$ cat config.mk
export PLATFORM = sky130hd
export DESIGN_NAME = int_arbiter_flat
export DESIGN_NICKNAME = d
export VERILOG_FILES = /design/src/rtl/int_arbiter_pkg.sv /design/src/rtl/int_arbiter_if.sv /design/src/rtl/int_arbiter_rr_pick.sv /design/src/rtl/int_arbiter.sv /design/src/flat_wrapper.sv
export SDC_FILE = /design/constraint.sdc
export NUM_CORES = 1
export LEC_CHECK = 0
export ABC_AREA = 1
export ABC_CLOCK_PERIOD_IN_PS = 4800
export BUFFER_PORTS_ARGS = -buffer_cell sky130_fd_sc_hd__clkbuf_2
export CELL_PAD_IN_SITES_DETAIL_PLACEMENT = 1
export CELL_PAD_IN_SITES_GLOBAL_PLACEMENT = 1
export CORE_MARGIN = 5
export CORE_UTILIZATION = 40
export DETAILED_ROUTE_END_ITERATION = 10
export PLACE_DENSITY = 0.83
export REMOVE_ABC_BUFFERS = 1
export SLEW_MARGIN = 25
export SYNTH_ARGS = -nofsm -noshare
export SYNTH_HDL_FRONTEND = slang
export SYNTH_HIERARCHICAL = 1
export SYNTH_SLANG_ARGS = --single-unit
$ cat constraint.sdc
create_clock -name clk -period 4.8 [get_ports clk]
set_clock_uncertainty 0.2 [all_clocks]
set_input_delay 0.48 -clock clk [delete_from_list [all_inputs] [get_ports clk]]
set_output_delay 0.48 -clock clk [all_outputs]
set_load 0.01 [all_outputs]
$ cat src/rtl/int_arbiter_pkg.sv
// Shared definitions for the interrupt arbiter: code width, register map and FSM states.
`ifndef INT_CODE_WIDTH
`define INT_CODE_WIDTH 5
`endif

package int_arbiter_pkg;

  // Source indices fit in 5 bits because at most 31 sources are supported.
  localparam int ID_W = 5;

  localparam logic [1:0] ADDR_ENABLE  = 2'd0;
  localparam logic [1:0] ADDR_PENDING = 2'd1;
  localparam logic [1:0] ADDR_CLAIM   = 2'd2;

  typedef enum logic [1:0] {
    ST_IDLE    = 2'd0,
    ST_NOTIFY  = 2'd1,
    ST_SERVICE = 2'd2
  } state_t;

  // Interrupt code as seen by software: source i is reported as i+1.
  function automatic logic [31:0] code_word(input logic [ID_W-1:0] id);
    return 32'(id) + 32'd1;
  endfunction

endpackage

$ cat src/rtl/int_arbiter_if.sv
// Register/interrupt bundle between the arbiter and its bus master / CSR side.
interface int_arbiter_if #(
  parameter int NUM_SRC = 8,
  parameter int CODE_W  = `INT_CODE_WIDTH
);

  logic [NUM_SRC-1:0] irq_src;
  logic [1:0]         reg_addr;
  logic               reg_ren;
  logic               reg_wen;
  logic [31:0]        reg_wdata;
  logic [31:0]        reg_rdata;
  logic [CODE_W-1:0]  int_code;
  logic               busy;

  modport master (
    output irq_src, reg_addr, reg_ren, reg_wen, reg_wdata,
    input  reg_rdata, int_code, busy
  );

  modport slave (
    input  irq_src, reg_addr, reg_ren, reg_wen, reg_wdata,
    output reg_rdata, int_code, busy
  );

endinterface

$ cat src/rtl/int_arbiter_rr_pick.sv
// Combinational round-robin selector: first requester above last_id, wrapping to 0.
module rr_pick
  import int_arbiter_pkg::*;
#(
  parameter int NUM_SRC = 8
) (
  input  logic [NUM_SRC-1:0] req,
  input  logic [ID_W-1:0]    last_id,
  output logic               valid,
  output logic [ID_W-1:0]    id
);

  // Lowest requester at or below last_id is the fallback; lowest above last_id overrides it.
  always_comb begin
    valid = 1'b0;
    id    = '0;
    for (int i = NUM_SRC - 1; i >= 0; i--) begin
      if (req[i] && (i <= int'(last_id))) begin
        valid = 1'b1;
        id    = ID_W'(i);
      end
    end
    for (int i = NUM_SRC - 1; i >= 0; i--) begin
      if (req[i] && (i > int'(last_id))) begin
        valid = 1'b1;
        id    = ID_W'(i);
      end
    end
  end

endmodule

$ cat src/rtl/int_arbiter.sv
// Peripheral interrupt arbiter: edge capture, enable mask, round-robin grant,
// claim/complete handshake and a single-code output toward the CSR file.
module int_arbiter
  import int_arbiter_pkg::*;
#(
  parameter int NUM_SRC = 8,
  parameter int CODE_W  = `INT_CODE_WIDTH
) (
  input  logic          clk,
  input  logic          rst,
  int_arbiter_if.slave  bus
);

  localparam logic [ID_W-1:0] LAST_ID_RESET = ID_W'(NUM_SRC - 1);

  state_t             state;
  state_t             state_next;
  logic [NUM_SRC-1:0] irq_prev;
  logic [NUM_SRC-1:0] pending;
  logic [NUM_SRC-1:0] enable;
  logic [NUM_SRC-1:0] rise;
  logic [NUM_SRC-1:0] clear_mask;
  logic [NUM_SRC-1:0] req;
  logic [ID_W-1:0]    win_id;
  logic [ID_W-1:0]    last_id;
  logic [ID_W-1:0]    pick_id;
  logic               pick_valid;
  logic               claim_rd;
  logic               enable_wr;
  logic               complete_wr;
  logic               drop_win;
  logic [31:0]        win_code;

  assign rise        = bus.irq_src & ~irq_prev;
  assign req         = pending & enable;
  assign win_code    = code_word(win_id);
  assign claim_rd    = bus.reg_ren && (bus.reg_addr == ADDR_CLAIM);
  assign enable_wr   = bus.reg_wen && (bus.reg_addr == ADDR_ENABLE);
  assign complete_wr = bus.reg_wen && (bus.reg_addr == ADDR_CLAIM) && (bus.reg_wdata == win_code);
  assign drop_win    = enable_wr && !bus.reg_wdata[win_id];
  assign clear_mask  = (state == ST_NOTIFY && claim_rd) ? (NUM_SRC'(1) << win_id) : '0;

  rr_pick #(
    .NUM_SRC (NUM_SRC)
  ) u_pick (
    .req     (req),
    .last_id (last_id),
    .valid   (pick_valid),
    .id      (pick_id)
  );

  // Capture rising edges into pending (a new edge beats a same-cycle claim) and hold the enable mask.
  always_ff @(posedge clk or negedge rst) begin
    if (!rst) begin
      irq_prev <= '0;
      pending  <= '0;
      enable   <= '0;
    end else begin
      irq_prev <= bus.irq_src;
      pending  <= (pending & ~clear_mask) | rise;
      if (enable_wr) begin
        enable <= bus.reg_wdata[NUM_SRC-1:0];
      end
    end
  end

  // Latch the winner when granting and remember it as last_id once software completes it.
  always_ff @(posedge clk or negedge rst) begin
    if (!rst) begin
      win_id  <= '0;
      last_id <= LAST_ID_RESET;
    end else begin
      if (state == ST_IDLE && pick_valid) begin
        win_id <= pick_id;
      end
      if (state == ST_SERVICE && complete_wr) begin
        last_id <= win_id;
      end
    end
  end

  // State register.
  always_ff @(posedge clk or negedge rst) begin
    if (!rst) begin
      state <= ST_IDLE;
    end else begin
      state <= state_next;
    end
  end

  // Next-state logic: grant, claim or withdraw, complete.
  always_comb begin
    state_next = state;
    case (state)
      ST_IDLE: begin
        if (pick_valid) begin
          state_next = ST_NOTIFY;
        end
      end
      ST_NOTIFY: begin
        if (claim_rd) begin
          state_next = ST_SERVICE;
        end else if (drop_win) begin
          state_next = ST_IDLE;
        end
      end
      ST_SERVICE: begin
        if (complete_wr) begin
          state_next = ST_IDLE;
        end
      end
      default: state_next = ST_IDLE;
    endcase
  end

  // Outputs decoded from registered state, so the code is only ever visible while notifying.
  always_comb begin
    bus.int_code = '0;
    bus.busy     = 1'b0;
    if (state == ST_NOTIFY) begin
      bus.int_code = CODE_W'(win_id) + CODE_W'(1);
    end
    if (state == ST_SERVICE) begin
      bus.busy = 1'b1;
    end
  end

  // Registered read port; the value holds until the next read strobe.
  always_ff @(posedge clk or negedge rst) begin
    if (!rst) begin
      bus.reg_rdata <= '0;
    end else if (bus.reg_ren) begin
      case (bus.reg_addr)
        ADDR_ENABLE:  bus.reg_rdata <= 32'(enable);
        ADDR_PENDING: bus.reg_rdata <= 32'(pending);
        ADDR_CLAIM:   bus.reg_rdata <= (state == ST_NOTIFY) ? win_code : 32'd0;
        default:      bus.reg_rdata <= 32'd0;
      endcase
    end
  end

endmodule

$ cat src/flat_wrapper.sv
// flat-port wrapper written by rule: the top's interface ports become plain ports
module int_arbiter_flat import int_arbiter_pkg::*;
#(
  parameter int NUM_SRC = 8,
  parameter int CODE_W  = `INT_CODE_WIDTH
)
  (clk, rst, bus_irq_src, bus_reg_addr, bus_reg_ren, bus_reg_wen, bus_reg_wdata, bus_reg_rdata, bus_int_code, bus_busy);
  int_arbiter_if #(.NUM_SRC(NUM_SRC), .CODE_W(CODE_W)) bus_i ();
  input  logic clk;
  input  logic rst;
  input wire logic [$bits(bus_i.irq_src)-1:0] bus_irq_src;
  input wire logic [$bits(bus_i.reg_addr)-1:0] bus_reg_addr;
  input wire logic [$bits(bus_i.reg_ren)-1:0] bus_reg_ren;
  input wire logic [$bits(bus_i.reg_wen)-1:0] bus_reg_wen;
  input wire logic [$bits(bus_i.reg_wdata)-1:0] bus_reg_wdata;
  output wire logic [$bits(bus_i.reg_rdata)-1:0] bus_reg_rdata;
  output wire logic [$bits(bus_i.int_code)-1:0] bus_int_code;
  output wire logic [$bits(bus_i.busy)-1:0] bus_busy;
  assign bus_i.irq_src = bus_irq_src;
  assign bus_i.reg_addr = bus_reg_addr;
  assign bus_i.reg_ren = bus_reg_ren;
  assign bus_i.reg_wen = bus_reg_wen;
  assign bus_i.reg_wdata = bus_reg_wdata;
  assign bus_reg_rdata = bus_i.reg_rdata;
  assign bus_int_code = bus_i.int_code;
  assign bus_busy = bus_i.busy;
  int_arbiter #(.NUM_SRC(NUM_SRC), .CODE_W(CODE_W)) u_core (.clk(clk), .rst(rst), .bus(bus_i));
endmodule
==> flow_metrics.py, run 1 <==
metrics = {
    "cells_and_area": {
        "drive_above_1_share_pct": 19.85,
        "layout.cells.most_common_list": "nand2_1 (151), inv_1 (69), clkbuf_2 (58), nand3_1 (44), dfrtp_1 (41)",
        "post-route-util_pct": 45.85,
        "flow.area_growth_from_synthesis_pct": 11.89,
        "postLayoutCellArea_um2": 3543,
        "layout.nets": 575,
        "fillers": 1090,
        "antenna_cells": 0,
        "mostFrequentLayoutCell": "nand2_1",
    },
    "global_route": {
        "global_route_wire_length_before_repair_um": 15550,
        "groute.usage.overall_pct": 19.48,
        "grt_antenna_before_repair": 0,
        "overflow": 0,
        "via_count_of_the_first_global_routing_pass": 3279,
        "grt_start_max_net_pins": 45,
    },
    "yosys": {
        "synthTopCellsByArea": "dfrtp_1 (32%), nand2_1 (18%), inv_1 (8.2%), nand3_1 (7.0%), buf_4 (6.2%)",
        "synth-edff-count": 0,
        "yosysTopAreaCellShare_pct": 32.40,
        "netlist_instances": 474,
        "synth-async-reset-ratio_pct": 100.0,
        "synthesis.area_um2": 3167,
        "synth-main-ff-cell": "dfrtp_1",
        "yosys.cell_types.count": 33,
        "yosysWarnings": 6,
        "synth_sequential_area_ratio_pct": 34.89,
        "post_synthesis_cell_type_with_the_largest_combined_area": "dfrtp_1",
        "syn_avg_cell_area_um2": 6.681,
        "ys_seq_elements": 44,
    },
    "clock_network": {
        "cts_made_buffers": 5,
        "worstSkewPairLatency_ps": 310,
        "post_cts_buffers": 0,
        "h-tree-depth": 2,
        "cts_num_sinks": 44,
        "clock_path_buffers": 2,
        "clock_pin_transition_on_the_worst_setup_and_hold_timing_paths_ps": 90,
        "clock_tree.root_cell": "clkbuf_8",
        "cts-hold-fix-buffers": 0,
        "total_of_cells_resized_after_clock_tree_synthesis": 0,
        "tritoncts": "yes",
    },
    "detailed_routing": {
        "drtPass1Iterations": 4,
        "detail_route.iter0.violations": 136,
        "routed_via_density": 4.962,
        "drc": 0,
        "drtAntennaViolNets": 0,
        "detail_route.wl_per_cell_um": 14.95,
        "dr_total_vias": 3131,
        "wire_length_reported_by_the_detailed_router_um": 9434,
    },
    "worst_setup_path": {
        "timing.critical_path.cells": "ha_1 > nand3_2 > xor2_1 > nor2_1 > clkbuf_2",
        "rr_endpoint": "u_core/last_id[3]",
        "path_depth": 5,
        "crit_slowest_cell": "dfrtp_1",
        "crit_path_end_kind": "output port",
        "cp_max_fo": 25,
        "worstSetupStartpoint": "u_core/win_id[0]",
        "cpLargestDelayFamily": "flip-flops",
        "endpoint_arrival_time_on_the_critical_path_ps": 2180,
        "timing.rr.start": "u_core/win_id[0]",
        "ff2ff_setup_slack_ps": 2240,
        "timing.critical_path.required_ps": 4120,
        "setup.worst_path.end": "bus_int_code[4]",
        "start_kind": "flop",
        "timing.critical_path.slowest_cell_delay_ps": 940,
        "cp_num_buf_inv": 1,
        "worstSetupPathType": "reg2out",
        "rr_worst_depth": 9,
    },
    "job": {
        "max_cap_viols": 0,
    },
    "sta": {
        "postLayoutSetupSlackWorst_ps": 1935,
        "setup_violation_total_in_the_final_timing_report": 0,
        "max_clock_freq_mhz": 349.1,
        "max_slew.worst_pin.slew_ps": 893.3,
        "hold_viol_final": 0,
        "grt_setup_unrepaired": "false",
        "max-slew-margin-rel_pct": 40.45,
        "final_min_period_over_clock_period_pct": 59.68,
        "slew_violations": 0,
        "fin_tns_setup_ps": 0,
        "period_minus_slack_ps": 2865,
    },
    "outcome": {
        "outcome": "completed",
    },
    "placed_design": {
        "placed_cell_area_um2": 3428,
        "place.port_buffers": 59,
        "dpl_worst_slack_ps": 2267,
        "dp_hpwl_um": 7603,
        "global_placement_routability_congestion": 0.8311,
    },
    "floorplan": {
        "floorplan.initialDensity_pct": 40.98,
        "die_width_um": 98.98,
        "core_area_um2": 7727,
        "die_h_um": 98.98,
        "placement_rows": 32,
        "dieArea_um2": 9796,
        "pin_count": 84,
    },
    "power_and_ir_drop": {
        "vdd_drop_max_v": 0.0002138,
        "report.power.total_uw": 1565,
        "power-per-cell-area_nw_per_um2": 441.8,
        "leakagePower_uw": 0.001997,
    },
    "worst_hold_path": {
        "worstHoldPathType": "in2async",
    },
}
==> routing by layer <==
| layer | track usage, % | vias to the layer above | share of wire [%] |
|---|---|---|---|
| met5 | 0 | - | 0 |
| met4 | 4.832 | 0 | 1.5 |
| met3 | 3.326 | 12 | 4.4 |
| met2 | 34.30 | 81 | 51 |
| met1 | 24.66 | 1503 | 43 |
| li1 | - | 1535 | - |
==> synth_stat cells (all sizes together), types with 4 or more instances <==
cell,n
inv,77
nand2,158
dfrtp,41
o31ai,4
a21oi,6
nor3,5
buf,33
nor2,44
o21ai,27
nand3,45
nand4,11
mux2,6
==> power breakdown <==
part / internal [µW] / switching, µW / total [µW]
combinational: 239 / 478 / 717
clock: 157 / 144 / 301
sequential: 427 / 120 / 547
==> layout make-up <==
| type | instances | area (µm²) | area share (%) |
|---|---|---|---|
| Clock buffer | 5 | 68.82 | 1.942 |
| Clock inverter | 3 | 46.29 | 1.306 |
| Inverter | 77 | 291.5 | 8.227 |
| Multi-Input combinational cell | 341 | 1607 | 45.34 |
| Sequential cell | 44 | 1105 | 31.18 |
| Tap cell | 102 | 127.6 | 3.602 |
| Timing Repair Buffer | 59 | 297.8 | 8.404 |
==> registers in the layout, summed over array words and instances, names as in the netlist <==
signal	count
u_core/bus.reg_rdata	8
u_core/enable	8
u_core/irq_prev	8
u_core/last_id	5
u_core/pending	8
u_core/state	2
u_core/win_id	5
==> worst min-delay path by stage <==
stage / start / end / slack, ps / cells after the start
CTS: rst / u_core/irq_prev[5] / 20 / 1
global route: rst / u_core/irq_prev[1] / 40 / 1
detailed placement: u_core/irq_prev[0] / u_core/pending[0] / 200 / 1
global placement: u_core/irq_prev[0] / u_core/pending[0] / 190 / 1
finish: rst / u_core/irq_prev[7] / 2 / 1
floorplan: rst / u_core/bus.reg_rdata[0] / -20 / 0
==> kinds of logic after synthesis <==
group           after synthesis  synth area share (%)
other cells                   2                0.2371
fa+ha+maj                     1                0.3950
simple gates                265                 37.06
compound gates               40                 6.994
buf+inv                     113                 17.23
xor+xnor                      3                 1.067
flops                        44                 34.89
mux                           6                 2.133
==> stage by stage <==
step / hold WS, ps / instances
2_1_floorplan: -15.59 / 462
3_3_place_gp: 194.8 / 623
3_5_place_dp: 201.9 / 623
4_1_cts: 15.83 / 631
5_1_grt: 36.47 / 631
6_report: 2.189 / 631
==> worst register-to-register path: stages, from the launching register on <==
cell and delay, ps:
dfrtp_1 940, ha_1 370, nand3_2 120, xor2_1 200, nand2_1 80, nand2_1 80, nor2_4 180, nand4_4 150
nand2_1 100, nand2_1 60
Power figures use the tool's default switching activity.
==> inputs of run 2 (changes only) <==
--- a/config.mk
+++ b/config.mk
@@ -6,14 +6,14 @@
 export NUM_CORES = 1
 export LEC_CHECK = 0
 export ABC_AREA = 1
-export ABC_CLOCK_PERIOD_IN_PS = 4800
+export ABC_CLOCK_PERIOD_IN_PS = 2950
 export BUFFER_PORTS_ARGS = -buffer_cell sky130_fd_sc_hd__clkbuf_2
 export CELL_PAD_IN_SITES_DETAIL_PLACEMENT = 1
 export CELL_PAD_IN_SITES_GLOBAL_PLACEMENT = 1
 export CORE_MARGIN = 5
-export CORE_UTILIZATION = 40
+export CORE_UTILIZATION = 37
 export DETAILED_ROUTE_END_ITERATION = 10
-export PLACE_DENSITY = 0.83
+export PLACE_DENSITY = 0.78
 export REMOVE_ABC_BUFFERS = 1
 export SLEW_MARGIN = 25
 export SYNTH_ARGS = -nofsm -noshare
==> constraint.sdc (replaced) <==
create_clock -name clk -period 2.95 [get_ports clk]
set_clock_uncertainty 0.2 [all_clocks]
set_input_delay 0.295 -clock clk [delete_from_list [all_inputs] [get_ports clk]]
set_output_delay 0.295 -clock clk [all_outputs]
set_load 0.01 [all_outputs]
==> flow_metrics.py, run 2 (same netlist as run 1, synthesis figures left out) <==
metrics = {
    "power_and_ir_drop": {
        "power-per-cell-area_nw_per_um2": 709.2,
        "vdd_drop_max_v": 0.0002542,
        "leakagePower_uw": 0.002044,
        "report.power.total_uw": 2590,
    },
    "worst_setup_path": {
        "endpoint_arrival_time_on_the_critical_path_ps": 1730,
        "timing.critical_path.required_ps": 2460,
        "cp_max_fo": 7,
        "cpLargestDelayFamily": "flip-flops",
        "timing.critical_path.cells": "ha_1 > nand3_2 > xor2_1 > nor2_1 > clkbuf_2",
        "crit_slowest_cell": "dfrtp_1",
        "timing.critical_path.slowest_cell_delay_ps": 520,
        "start_kind": "flop",
        "cp_num_buf_inv": 1,
        "worstSetupPathType": "reg2out",
        "crit_path_end_kind": "output port",
    },
    "worst_hold_path": {
        "worstHoldPathType": "in2reg",
    },
    "global_route": {
        "grt_antenna_before_repair": 0,
        "groute.usage.overall_pct": 18.57,
        "grt_start_max_net_pins": 45,
        "overflow": 0,
        "via_count_of_the_first_global_routing_pass": 3234,
        "global_route_wire_length_before_repair_um": 15480,
    },
    "detailed_routing": {
        "routed_via_density": 4.847,
        "drtAntennaViolNets": 0,
        "detail_route.iter0.violations": 172,
        "drc": 0,
        "dr_total_vias": 3126,
        "wire_length_reported_by_the_detailed_router_um": 9439,
        "detail_route.wl_per_cell_um": 14.63,
        "drtPass1Iterations": 4,
    },
    "cells_and_area": {
        "drive_above_1_share_pct": 19.81,
        "post-route-util_pct": 44.23,
        "layout.cells.most_common_list": "nand2_1 (151), inv_1 (69), clkbuf_2 (58), nand3_1 (44), dfrtp_1 (41)",
        "layout.nets": 586,
        "antenna_cells": 0,
        "mostFrequentLayoutCell": "nand2_1",
        "flow.area_growth_from_synthesis_pct": 15.33,
        "postLayoutCellArea_um2": 3652,
    },
    "placed_design": {
        "global_placement_routability_congestion": 0.8375,
        "dp_hpwl_um": 7657,
        "place.port_buffers": 59,
        "placed_cell_area_um2": 3447,
    },
    "clock_network": {
        "cts-hold-fix-buffers": 9,
        "cts_num_sinks": 44,
        "cts_made_buffers": 5,
        "h-tree-depth": 2,
        "clock_path_buffers": 2,
        "clock_tree.root_cell": "clkbuf_8",
        "post_cts_buffers": 0,
        "total_of_cells_resized_after_clock_tree_synthesis": 0,
        "clock_pin_transition_on_the_worst_setup_and_hold_timing_paths_ps": 100,
        "worstSkewPairLatency_ps": 310,
        "tritoncts": "yes",
    },
    "floorplan": {
        "placement_rows": 33,
        "floorplan.initialDensity_pct": 38.35,
        "pin_count": 84,
        "die_h_um": 102.5,
        "die_width_um": 102.5,
        "core_area_um2": 8258,
        "dieArea_um2": 10510,
    },
    "outcome": {
        "outcome": "completed",
    },
    "sta": {
        "final.hold.worst_slack_ps": 62.73,
        "fin_tns_setup_ps": 0,
        "max_clock_freq_mhz": 448.9,
        "setup_violation_total_in_the_final_timing_report": 0,
        "period_minus_slack_ps": 2228,
        "grt_setup_unrepaired": "false",
        "final_min_period_over_clock_period_pct": 75.52,
        "max-slew-margin-rel_pct": 59.04,
        "hold_viol_final": 0,
        "max_slew.worst_pin.slew_ps": 614.4,
        "slew_violations": 0,
    },
    "job": {
        "max_cap_viols": 0,
    },
}
## run 2: cell types whose count changed in the layout (fill, tap and decap cells not counted)
cell | previous run | this run
buf_4 | 0 | 2
dlygate4sd3_1 | 0 | 9
## run 2: per-stage QoR
step / setup WS [ps] / instances
floorplan: 817.4 / 462
CTS: 696.4 / 645
detailed placement: 791.0 / 628
finish: 722.2 / 645
global placement: 794.1 / 628
global route: 609.0 / 645
## run 2: tightest hold or removal path, cell delays in order
cell	delay [ps]
clkbuf_2	90
inv_1	70
o21ai_1	70
## run 2: path summary, 6_finish.rpt
check / startpoint / end / slack (ps) / cells past startpoint
max in group asynchronous: rst / u_core/state[1] / 1780 / 2
min reg2reg: u_core/irq_prev[0] / u_core/pending[0] / 210 / 1
max: u_core/win_id[1] / bus_int_code[4] / 720 / 5
min in group asynchronous: rst / u_core/irq_prev[7] / 350 / 2
max reg2reg: u_core/win_id[0] / u_core/last_id[4] / 740 / 11
min: bus_reg_wdata[0] / u_core/enable[0] / 60 / 3
## run 2: power breakdown
part	leakage [µW]	total (µW)	internal, µW	switching (µW)
Clock	0.0000548	493	256	238
Combinational	0.00149	1280	413	863
Sequential	0.000501	821	697	124
Total	0.00204	2590	1370	1220
## run 2: layer usage
layer | GRT usage (%) | wire length [µm] | up-vias
li1 | - | - | 1553
met1 | 24.34 | 4221 | 1499
met2 | 33.02 | 4736 | 67
met3 | 2.571 | 417 | 7
met4 | 3.128 | 63 | 0
met5 | 0 | 0 | -
## run 2: area by class of cell
| type | instances | area [µm²] |
|---|---|---|
| fillers | 1146 | 4606 |
| clock buffers | 5 | 68.82 |
| multi-input cells | 341 | 1607 |
| repair buffers | 70 | 402.9 |
| well taps | 105 | 131.4 |
| inverters | 77 | 291.5 |
| clock inverters | 3 | 46.29 |
| flip-flops and latches | 44 | 1105 |
